**src/rtl/mul_spcl_stage_if.sv**
```systemverilog
// -----------------------------------------------------------------------------
// mul_spcl_stage_if
// Handshake bundle for the multiplier special-case stage.
//   Upstream side : in_valid / in_ready plus the operand classification flags
//                   (a_sign, b_sign, a_is_n0, b_is_n0, r_isnan, is_inf_nan,
//                   status_nv).
//   Downstream side: out_valid / out_ready plus the resolved special result
//                   (out_bypass, out_result, out_nv).
// Modports:
//   master - the environment: drives the flags and out_ready.
//   slave  - the stage itself: consumes the flags, drives the results.
// -----------------------------------------------------------------------------
interface mul_spcl_stage_if #(
    parameter int SIGN_W = 1,
    parameter int EXPO_W = 8,
    parameter int MANT_W = 23
);
    localparam int RES_W = SIGN_W + EXPO_W + MANT_W;

    logic             in_valid;
    logic             in_ready;
    logic             a_sign;
    logic             b_sign;
    logic             a_is_n0;
    logic             b_is_n0;
    logic             r_isnan;
    logic             is_inf_nan;
    logic             status_nv;

    logic             out_valid;
    logic             out_ready;
    logic             out_bypass;
    logic [RES_W-1:0] out_result;
    logic             out_nv;

    modport master (
        output in_valid, a_sign, b_sign, a_is_n0, b_is_n0,
               r_isnan, is_inf_nan, status_nv, out_ready,
        input  in_ready, out_valid, out_bypass, out_result, out_nv
    );

    modport slave (
        input  in_valid, a_sign, b_sign, a_is_n0, b_is_n0,
               r_isnan, is_inf_nan, status_nv, out_ready,
        output in_ready, out_valid, out_bypass, out_result, out_nv
    );
endinterface

```
**src/rtl/mul_spcl_stage.sv**
```systemverilog
// -----------------------------------------------------------------------------
// mul_spcl_stage
// Pipeline stage behind the multiplier classification logic. Resolves the
// special-case result (canonical qNaN, signed infinity, signed zero) from the
// operand flags and registers it behind a valid/ready handshake with a
// 2-entry skid buffer (main register M drives the outputs, skid register S
// absorbs one extra entry). Also keeps a sticky invalid-operation flag.
// Ports:
//   clk, rst    - clock, asynchronous active-high reset
//   bus         - mul_spcl_stage_if.slave (flags in, special result out)
//   nv_sticky   - accumulated NV, set on an output transfer carrying NV
//   clr_sticky  - synchronous clear of nv_sticky (a same-cycle set wins)
// -----------------------------------------------------------------------------
module mul_spcl_stage #(
    parameter int SIGN_W = 1,
    parameter int EXPO_W = 8,
    parameter int MANT_W = 23
) (
    input  logic                    clk,
    input  logic                    rst,
    mul_spcl_stage_if.slave         bus,
    output logic                    nv_sticky,
    input  logic                    clr_sticky
);
    localparam int RES_W = SIGN_W + EXPO_W + MANT_W;

    typedef struct packed {
        logic             bypass;
        logic             nv;
        logic [RES_W-1:0] result;
    } entry_t;

    // Occupancy of the M/S pair. S is only ever full while M is full.
    typedef enum logic [1:0] {
        ST_EMPTY = 2'd0,
        ST_ONE   = 2'd1,
        ST_FULL  = 2'd2
    } occ_e;

    occ_e   state, state_nxt;
    entry_t m_q, s_q, in_entry;
    logic   load_m_in, load_m_skid, load_s;
    logic   r_sign;
    logic   out_fire;

    // ------------------------------------------------------------------
    // Special-case resolution, first match wins.
    // ------------------------------------------------------------------
    assign r_sign = bus.a_sign ^ bus.b_sign;

    always_comb begin
        // NOTE: every signal written here gets a default first, so no path
        // leaves it unassigned and no latch is inferred.
        in_entry        = '0;
        in_entry.nv     = bus.status_nv;
        if (bus.r_isnan) begin
            // Canonical quiet NaN: positive, mantissa MSB set.
            in_entry.bypass = 1'b1;
            in_entry.result = {{SIGN_W{1'b0}}, {EXPO_W{1'b1}},
                               1'b1, {(MANT_W-1){1'b0}}};
        end else if (bus.is_inf_nan) begin
            in_entry.bypass = 1'b1;
            in_entry.result = {r_sign, {EXPO_W{1'b1}}, {MANT_W{1'b0}}};
        end else if (!bus.a_is_n0 || !bus.b_is_n0) begin
            in_entry.bypass = 1'b1;
            in_entry.result = {r_sign, {EXPO_W{1'b0}}, {MANT_W{1'b0}}};
        end
    end

    // ------------------------------------------------------------------
    // Occupancy FSM
    // ------------------------------------------------------------------
    always_ff @(posedge clk or posedge rst) begin
        // NOTE: sequential state uses non-blocking assignments so every
        // register samples the pre-edge values of its peers.
        if (rst) state <= ST_EMPTY;
        else     state <= state_nxt;
    end

    always_comb begin
        state_nxt   = state;
        load_m_in   = 1'b0;
        load_m_skid = 1'b0;
        load_s      = 1'b0;
        unique case (state)
            ST_EMPTY: begin
                if (bus.in_valid) begin
                    load_m_in = 1'b1;
                    state_nxt = ST_ONE;
                end
            end
            ST_ONE: begin
                if (bus.out_ready && bus.in_valid) begin
                    // M leaves and is replaced in the same cycle.
                    load_m_in = 1'b1;
                end else if (bus.out_ready) begin
                    state_nxt = ST_EMPTY;
                end else if (bus.in_valid) begin
                    load_s    = 1'b1;
                    state_nxt = ST_FULL;
                end
            end
            ST_FULL: begin
                // in_ready is low here, so the input is ignored.
                if (bus.out_ready) begin
                    load_m_skid = 1'b1;
                    state_nxt   = ST_ONE;
                end
            end
            default: state_nxt = ST_EMPTY;
        endcase
    end

    // Both handshake outputs decode the state register directly.
    assign bus.in_ready  = (state != ST_FULL);
    assign bus.out_valid = (state != ST_EMPTY);
    assign out_fire      = bus.out_valid && bus.out_ready;

    // ------------------------------------------------------------------
    // Entry storage. M keeps its last contents when the stage drains, so
    // the outputs hold their last value while out_valid is low.
    // ------------------------------------------------------------------
    always_ff @(posedge clk or posedge rst) begin
        // NOTE: only two entries, and the outputs must read zero straight
        // out of reset, so the data registers are reset along with control.
        if (rst) begin
            m_q <= '0;
            s_q <= '0;
        end else begin
            if (load_m_in)        m_q <= in_entry;
            else if (load_m_skid) m_q <= s_q;
            if (load_s)           s_q <= in_entry;
        end
    end

    assign bus.out_bypass = m_q.bypass;
    assign bus.out_result = m_q.result;
    assign bus.out_nv     = m_q.nv;

    // ------------------------------------------------------------------
    // Sticky NV: a set in the same cycle as a clear takes priority.
    // ------------------------------------------------------------------
    always_ff @(posedge clk or posedge rst) begin
        if (rst)                       nv_sticky <= 1'b0;
        else if (out_fire && m_q.nv)   nv_sticky <= 1'b1;
        else if (clr_sticky)           nv_sticky <= 1'b0;
    end
endmodule
```
**src/flat_wrapper.sv**
```systemverilog
// flat-port wrapper written by rule: the top's interface ports become plain ports
module mul_spcl_stage_flat 
#(
    parameter int SIGN_W = 1,
    parameter int EXPO_W = 8,
    parameter int MANT_W = 23
)
  (clk, rst, nv_sticky, clr_sticky, bus_in_valid, bus_a_sign, bus_b_sign, bus_a_is_n0, bus_b_is_n0, bus_r_isnan, bus_is_inf_nan, bus_status_nv, bus_out_ready, bus_in_ready, bus_out_valid, bus_out_bypass, bus_out_result, bus_out_nv);
  mul_spcl_stage_if #(.SIGN_W(SIGN_W), .EXPO_W(EXPO_W), .MANT_W(MANT_W)) bus_i ();
  input  logic clk;
  input  logic rst;
  output logic nv_sticky;
  input  logic clr_sticky;
  input wire logic [$bits(bus_i.in_valid)-1:0] bus_in_valid;
  input wire logic [$bits(bus_i.a_sign)-1:0] bus_a_sign;
  input wire logic [$bits(bus_i.b_sign)-1:0] bus_b_sign;
  input wire logic [$bits(bus_i.a_is_n0)-1:0] bus_a_is_n0;
  input wire logic [$bits(bus_i.b_is_n0)-1:0] bus_b_is_n0;
  input wire logic [$bits(bus_i.r_isnan)-1:0] bus_r_isnan;
  input wire logic [$bits(bus_i.is_inf_nan)-1:0] bus_is_inf_nan;
  input wire logic [$bits(bus_i.status_nv)-1:0] bus_status_nv;
  input wire logic [$bits(bus_i.out_ready)-1:0] bus_out_ready;
  output wire logic [$bits(bus_i.in_ready)-1:0] bus_in_ready;
  output wire logic [$bits(bus_i.out_valid)-1:0] bus_out_valid;
  output wire logic [$bits(bus_i.out_bypass)-1:0] bus_out_bypass;
  output wire logic [$bits(bus_i.out_result)-1:0] bus_out_result;
  output wire logic [$bits(bus_i.out_nv)-1:0] bus_out_nv;
  assign bus_i.in_valid = bus_in_valid;
  assign bus_i.a_sign = bus_a_sign;
  assign bus_i.b_sign = bus_b_sign;
  assign bus_i.a_is_n0 = bus_a_is_n0;
  assign bus_i.b_is_n0 = bus_b_is_n0;
  assign bus_i.r_isnan = bus_r_isnan;
  assign bus_i.is_inf_nan = bus_is_inf_nan;
  assign bus_i.status_nv = bus_status_nv;
  assign bus_i.out_ready = bus_out_ready;
  assign bus_in_ready = bus_i.in_ready;
  assign bus_out_valid = bus_i.out_valid;
  assign bus_out_bypass = bus_i.out_bypass;
  assign bus_out_result = bus_i.out_result;
  assign bus_out_nv = bus_i.out_nv;
  mul_spcl_stage #(.SIGN_W(SIGN_W), .EXPO_W(EXPO_W), .MANT_W(MANT_W)) u_core (.clk(clk), .rst(rst), .bus(bus_i), .nv_sticky(nv_sticky), .clr_sticky(clr_sticky));
endmodule
```
**config.mk**
```make
export PLATFORM = sky130hd
export DESIGN_NAME = mul_spcl_stage_flat
export DESIGN_NICKNAME = d
export VERILOG_FILES = /design/src/rtl/mul_spcl_stage_if.sv /design/src/rtl/mul_spcl_stage.sv /design/src/flat_wrapper.sv
export SDC_FILE = /design/constraint.sdc
export NUM_CORES = 1
export LEC_CHECK = 0
export BUFFER_PORTS_ARGS = -buffer_cell sky130_fd_sc_hd__buf_2
export CELL_PAD_IN_SITES_DETAIL_PLACEMENT = 0
export CELL_PAD_IN_SITES_GLOBAL_PLACEMENT = 1
export CORE_MARGIN = 2
export CORE_UTILIZATION = 33
export DETAILED_ROUTE_END_ITERATION = 8
export PLACE_DENSITY = 0.82
export RECOVER_POWER = 25
export REMOVE_ABC_BUFFERS = 1
export SETUP_SLACK_MARGIN = 0.5
export SYNTH_ARGS = -nofsm -noshare
export SYNTH_HDL_FRONTEND = slang
export SYNTH_SLANG_ARGS = --single-unit
```
**constraint.sdc**
```tcl
create_clock -name clk -period 3.3 [get_ports clk]
set_input_delay 0 -clock clk [delete_from_list [all_inputs] [get_ports clk]]
set_output_delay 0 -clock clk [all_outputs]
set_load 0.1 [all_outputs]
```
* Word level (Yosys, flattened, before mapping) *
Cells that the tools add are included.

storage, ports and cells
  flip-flop bits (word level) = 71
  logic and storage cells = 51
  input bits = 12
  output and inout bits = 37

operators by class
  bitwise logic cells = 1
  equal/unequal tests = 7
  reduce and logical (&&, ||, !) cells = 11
  mux-type cells = 24

operator list
  cell                count
  $mux 32             3
  $mux 34             2
  $mux 1              12
  $mux 2              5
  $ne 2x2->1 const B  4
  $pmux 2 s3          1
  $reduce_bool 2->1   3
  $reduce_and 4->1    1
  $logic_and 1x1->1   3
  $ne 3x3->1 const B  1
  $eq 2x1->1 const B  1
  $eq 2x2->1 const B  1
  $logic_not 1->1     2
  $logic_not 2->1     1
  $pmux 1 s2          1
  $logic_or 1x1->1    1
  $xor 1x1->1         1

* Depth between registers and ports, before layout *
  depth in word-level cells = 6
  mapped depth = 4
  depth with buffers taken out = 3

* Least setup slack after synthesis *
Ideal clock, no wire load.

  kind = reg-to-reg
  start point = register u_core.state[0]
  end point = register u_core.state[0]
  path buffers = 0
  setup time = 0.122 ns
  period minus slack after synthesis = 1.572 ns
  stages on the path, launching flop included = 4
  slack = 1.728 ns
  data required time = 3.178 ns
  arrival time = 1.450 ns
  cells stage by stage = dfrtp_1 > nand2b_1 > nand2_1 > o2bb2ai_1

between the ends
  longest elaborated chain between the ends = 3
  elaborated cells on any way between the ends = 9
  those cells by class = eq/ne (6); mux (1); reduce/logical (2)

RTL lines
  item                                                line                  RTL
  start: declaration                                  mul_spcl_stage.sv:40  occ_e state, state_nxt;
  start signal: assignment                            mul_spcl_stage.sv:77  else state <= state_nxt;
  $eq 2x1->1, or another cell as far along            mul_spcl_stage.sv:85  unique case (state)
  $ne 3x3->1 (no line) or $ne 2x2->1 (tied branches)  n/a
  $reduce_and 4->1 (no line)                          n/a

Several ways; a longest one is shown, not always the timed one.
A chain may end at the register's enable or synchronous reset.

* Final worst setup path *
  start point = register u_core.state[1]
  end point = register u_core.s_q[32] (netlist name)

between the ends
  longest elaborated chain between the ends = 2

RTL lines
  item                    line                   RTL
  $eq 2x1->1              mul_spcl_stage.sv:85
  $mux 1                  mul_spcl_stage.sv:85
  end signal: assignment  mul_spcl_stage.sv:132  if (load_s) s_q <= in_entry;
  end: declaration        mul_spcl_stage.sv:41   entry_t m_q, s_q, in_entry;

No other way between the ends.

==> summary.txt <==
Outcome
  – Status: finished, final reports clean

Floorplan
  – Initial core utilization: 34.5%
  – CORE AREA: 0.00245 mm²
  – DIE AREA: 0.00298 mm²
  – Die H: between 50 and 60 µm
  – I/O pin total: 49
  – Die width: 54.6 µm
  – FP Rows: 18

Place
  – HPWL after detailed placement: 1.18 mm
  – Final Wtd Congestion: 0.772
  – Area after DPL: 875 µm²
  – IO Port Bufs: 26

Timing
  – Relative max-transition margin: between 60% and 70%
  – Hold Violations, Final: 0
  – Setup Skew: 0.00227 ns
  – Worst-Margin Slew: 0.499 ns
  – Final max-slew violation count: 0
  – Final setup vio count: 0
  – Crit share post-route: approximately two fifths
  – Unrepaired setup endpoints after global routing: false
  – Hold WS: 0.00633 ns
  – Final Critical Period: 1.37 ns
  – Fmax: ~0.73 GHz

Synthesis
  – Top_reg_cell synth: dfrtp_1
  – Seq/Total Area, Yosys: between 30% and 40%
  – Mapped Avg Cell Area: 9.95 µm²
  – Synth async-reset ratio: 100%
  – Number of enable flip-flop cells after synthesis: 0
  – Syn. warnings: 0
  – #FFs+latches synth: 13
  – Unique masters post-synth: 27
  – Synthesized cell area: 846 µm²
  – Synth Instances: 85

GRT
  – M3 GR Usage: ~2.5%
  – Vias in the first global route: 504
  – Met1 usage: between 10% and 20%
  – Tot GR Track Use: a little over a tenth
  – Initial antenna violation count: 0
  – Largest net degree at the start of global routing: 14
  – Met2 usage: 17.3%
  – GR Overflow Total: 0
  – GR peak layer: met2
  – First-pass GRT wire length: 2.27 mm

Setup path
  – Kind of cell adding the most delay to the critical path: flip-flops
  – Crit path capture type: flop
  – Crit path buf inv count: 1
  – Crit path launch type: flop
  – Crit-path slowest cell: dfrtp_1
  – Critical path, cell by cell: nor4bb_1 -> buf_4 -> mux2_1
  – CP max FO: 7
  – Critical path class: reg2reg
  – Worst path max stage delay: 0.45 ns
  – Worst EP arrival: 1.54 ns
  – Critical Path RT: 3.47 ns

Power and ir drop
  – Leak Pwr: 0.476 nW
  – Peak supply drop: 0.000521 V
  – PD cells: 1040 mW/mm²

Layout
  – Register area: around 330 µm²
  – Fin area: approximately 940 µm²
  – Layout cells sized above 1: 28.8%
  – Most common cell after layout, fill and taps aside: buf_2
  – Area Overhead vs Synth: 11.2%
  – Antenna diodes: 0
  – Most frequent cells in the layout: buf_2 (26), conb_1 (22), dfrtp_1 (13)
  – Multi-input gate area: 359 µm²
  – Final #Nets: 124
  – Fill cells: 257

Detailed routing
  – Routed vias/inst: 4.40
  – Routed Antenna Nets: 0
  – DRT iter0 DRCs: 7
  – DR WL/cell: roughly 11 µm
  – DRC errors left: 0
  – Detailed Route WL: roughly 1.6 mm
  – Vias: 620
  – First-pass DRT Iterations: 4

Clock network
  – CTS root buf: clkbuf_4
  – CTS Buffer Depth: 2
  – Clock Pin Slew Worst Setup and Hold Paths: roughly 0.080 ns
  – TritonCTS clock tree: yes
  – Clk_lat worst skew: 0.28 ns
  – H-tree Lvls: 1
  – Num CTS Buffers: 3
  – Clk sinks: 13
  – Post-CTS resize count: 0

Hold path
  – Hold/Removal Path Class: in2reg

Flow run
  – Max cap viols: 0
[cells by family after synthesis]
logic type      Yosys count  share of synthesized area [%]
buf+inv                  34                           28.4
simple gates             17                           11.8
flops                    13                           38.5
compound gates           12                           11.1
mux                       7                           8.73
xor+xnor                  1                           1.04
other cells               1                          0.443
[final timing paths]
kind | slack, ns | from | to | cells after the start
max | 1.93 | u_core.state[1] | u_core.s_q[32] | 3
min | 0.006 | bus_out_ready | u_core.state[1] | 2
max reg2reg | 1.93 | u_core.state[1] | u_core.s_q[32] | 3
min reg2reg | 0.48 | u_core.s_q[22] | u_core.s_q[22] | 1
max in group asynchronous | 2.69 | rst | u_core.state[1] | 3
min in group asynchronous | 0.28 | rst | u_core.bus.out_result[30] | 3
[final cells by class]
cell class                      count  area share (%)
Multi-Input combinational cell     59            38.2
Sequential cell                    13            34.6
Timing Repair Buffer               31            18.9
Tap cell                           30            3.99
Clock buffer                        4            2.79
Inverter                            4            1.60
[state kept, by name (all words and copies together), names as in the netlist]
register,cells
u_core.bus.out_nv,1
u_core.bus.out_bypass,1
u_core.state,2
u_core.nv_sticky,1
u_core.s_q,5
u_core.bus.out_result,3
[power breakdown]
group	leakage (nW)	total, mW	internal, mW	switching [mW]
Sequential	0.148	0.241	0.208	0.0322
Combinational	0.313	0.638	0.0900	0.548
Clock	0.0150	0.101	0.0470	0.0542
[cells in the mapped netlist (2+ instances only)]
| master | instances | share of area, % |
|---|---|---|
| buf_4 | 30 | 27 |
| dfrtp_1 | 13 | 38 |
| inv_1 | 4 | 1.8 |
| mux2i_1 | 4 | 4.7 |
| a21oi_1 | 3 | 1.8 |
| nand2b_1 | 3 | 2.2 |
| nor2_1 | 3 | 1.3 |
| mux2_1 | 2 | 2.7 |
| nand2_1 | 2 | 0.89 |
| nor2b_1 | 2 | 1.5 |
| o221a_1 | 2 | 2.7 |
| or2_1 | 2 | 1.5 |
[what timing repair did]
| item | in CTS | in global routing |
|---|---|---|
| buffers inserted | 0 | 0 |
| hold buffers | 4 | 0 |
| endpoints found under the hold margin | 17 | 0 |
[stage by stage]
stage               instances  utilization (%)  setup WS, ns  setup TNS [ns]  power (mW)
finish                    141             38.3          1.93               0       0.980
global route              141             38.3          1.89               0        1.02
CTS                       141             38.3          1.93               0       0.985
detailed placement        133             35.6          1.94               0       0.881
global placement          133             35.6          1.97               0       0.875
floorplan                  76                -         -2.57          -16.70       0.795
[per-layer routing]
layer	up-vias	wire length [µm]
met4	0	27
li1	293	-
met3	3	128
met1	288	655
met5	-	0
met2	36	742
[worst register-to-register path: stages, from the launching register on]
cell      delay, ns
dfrtp_1        0.45
nor4bb_1       0.29
buf_4          0.20
mux2_1         0.32
Power figures use the tool's default switching activity.
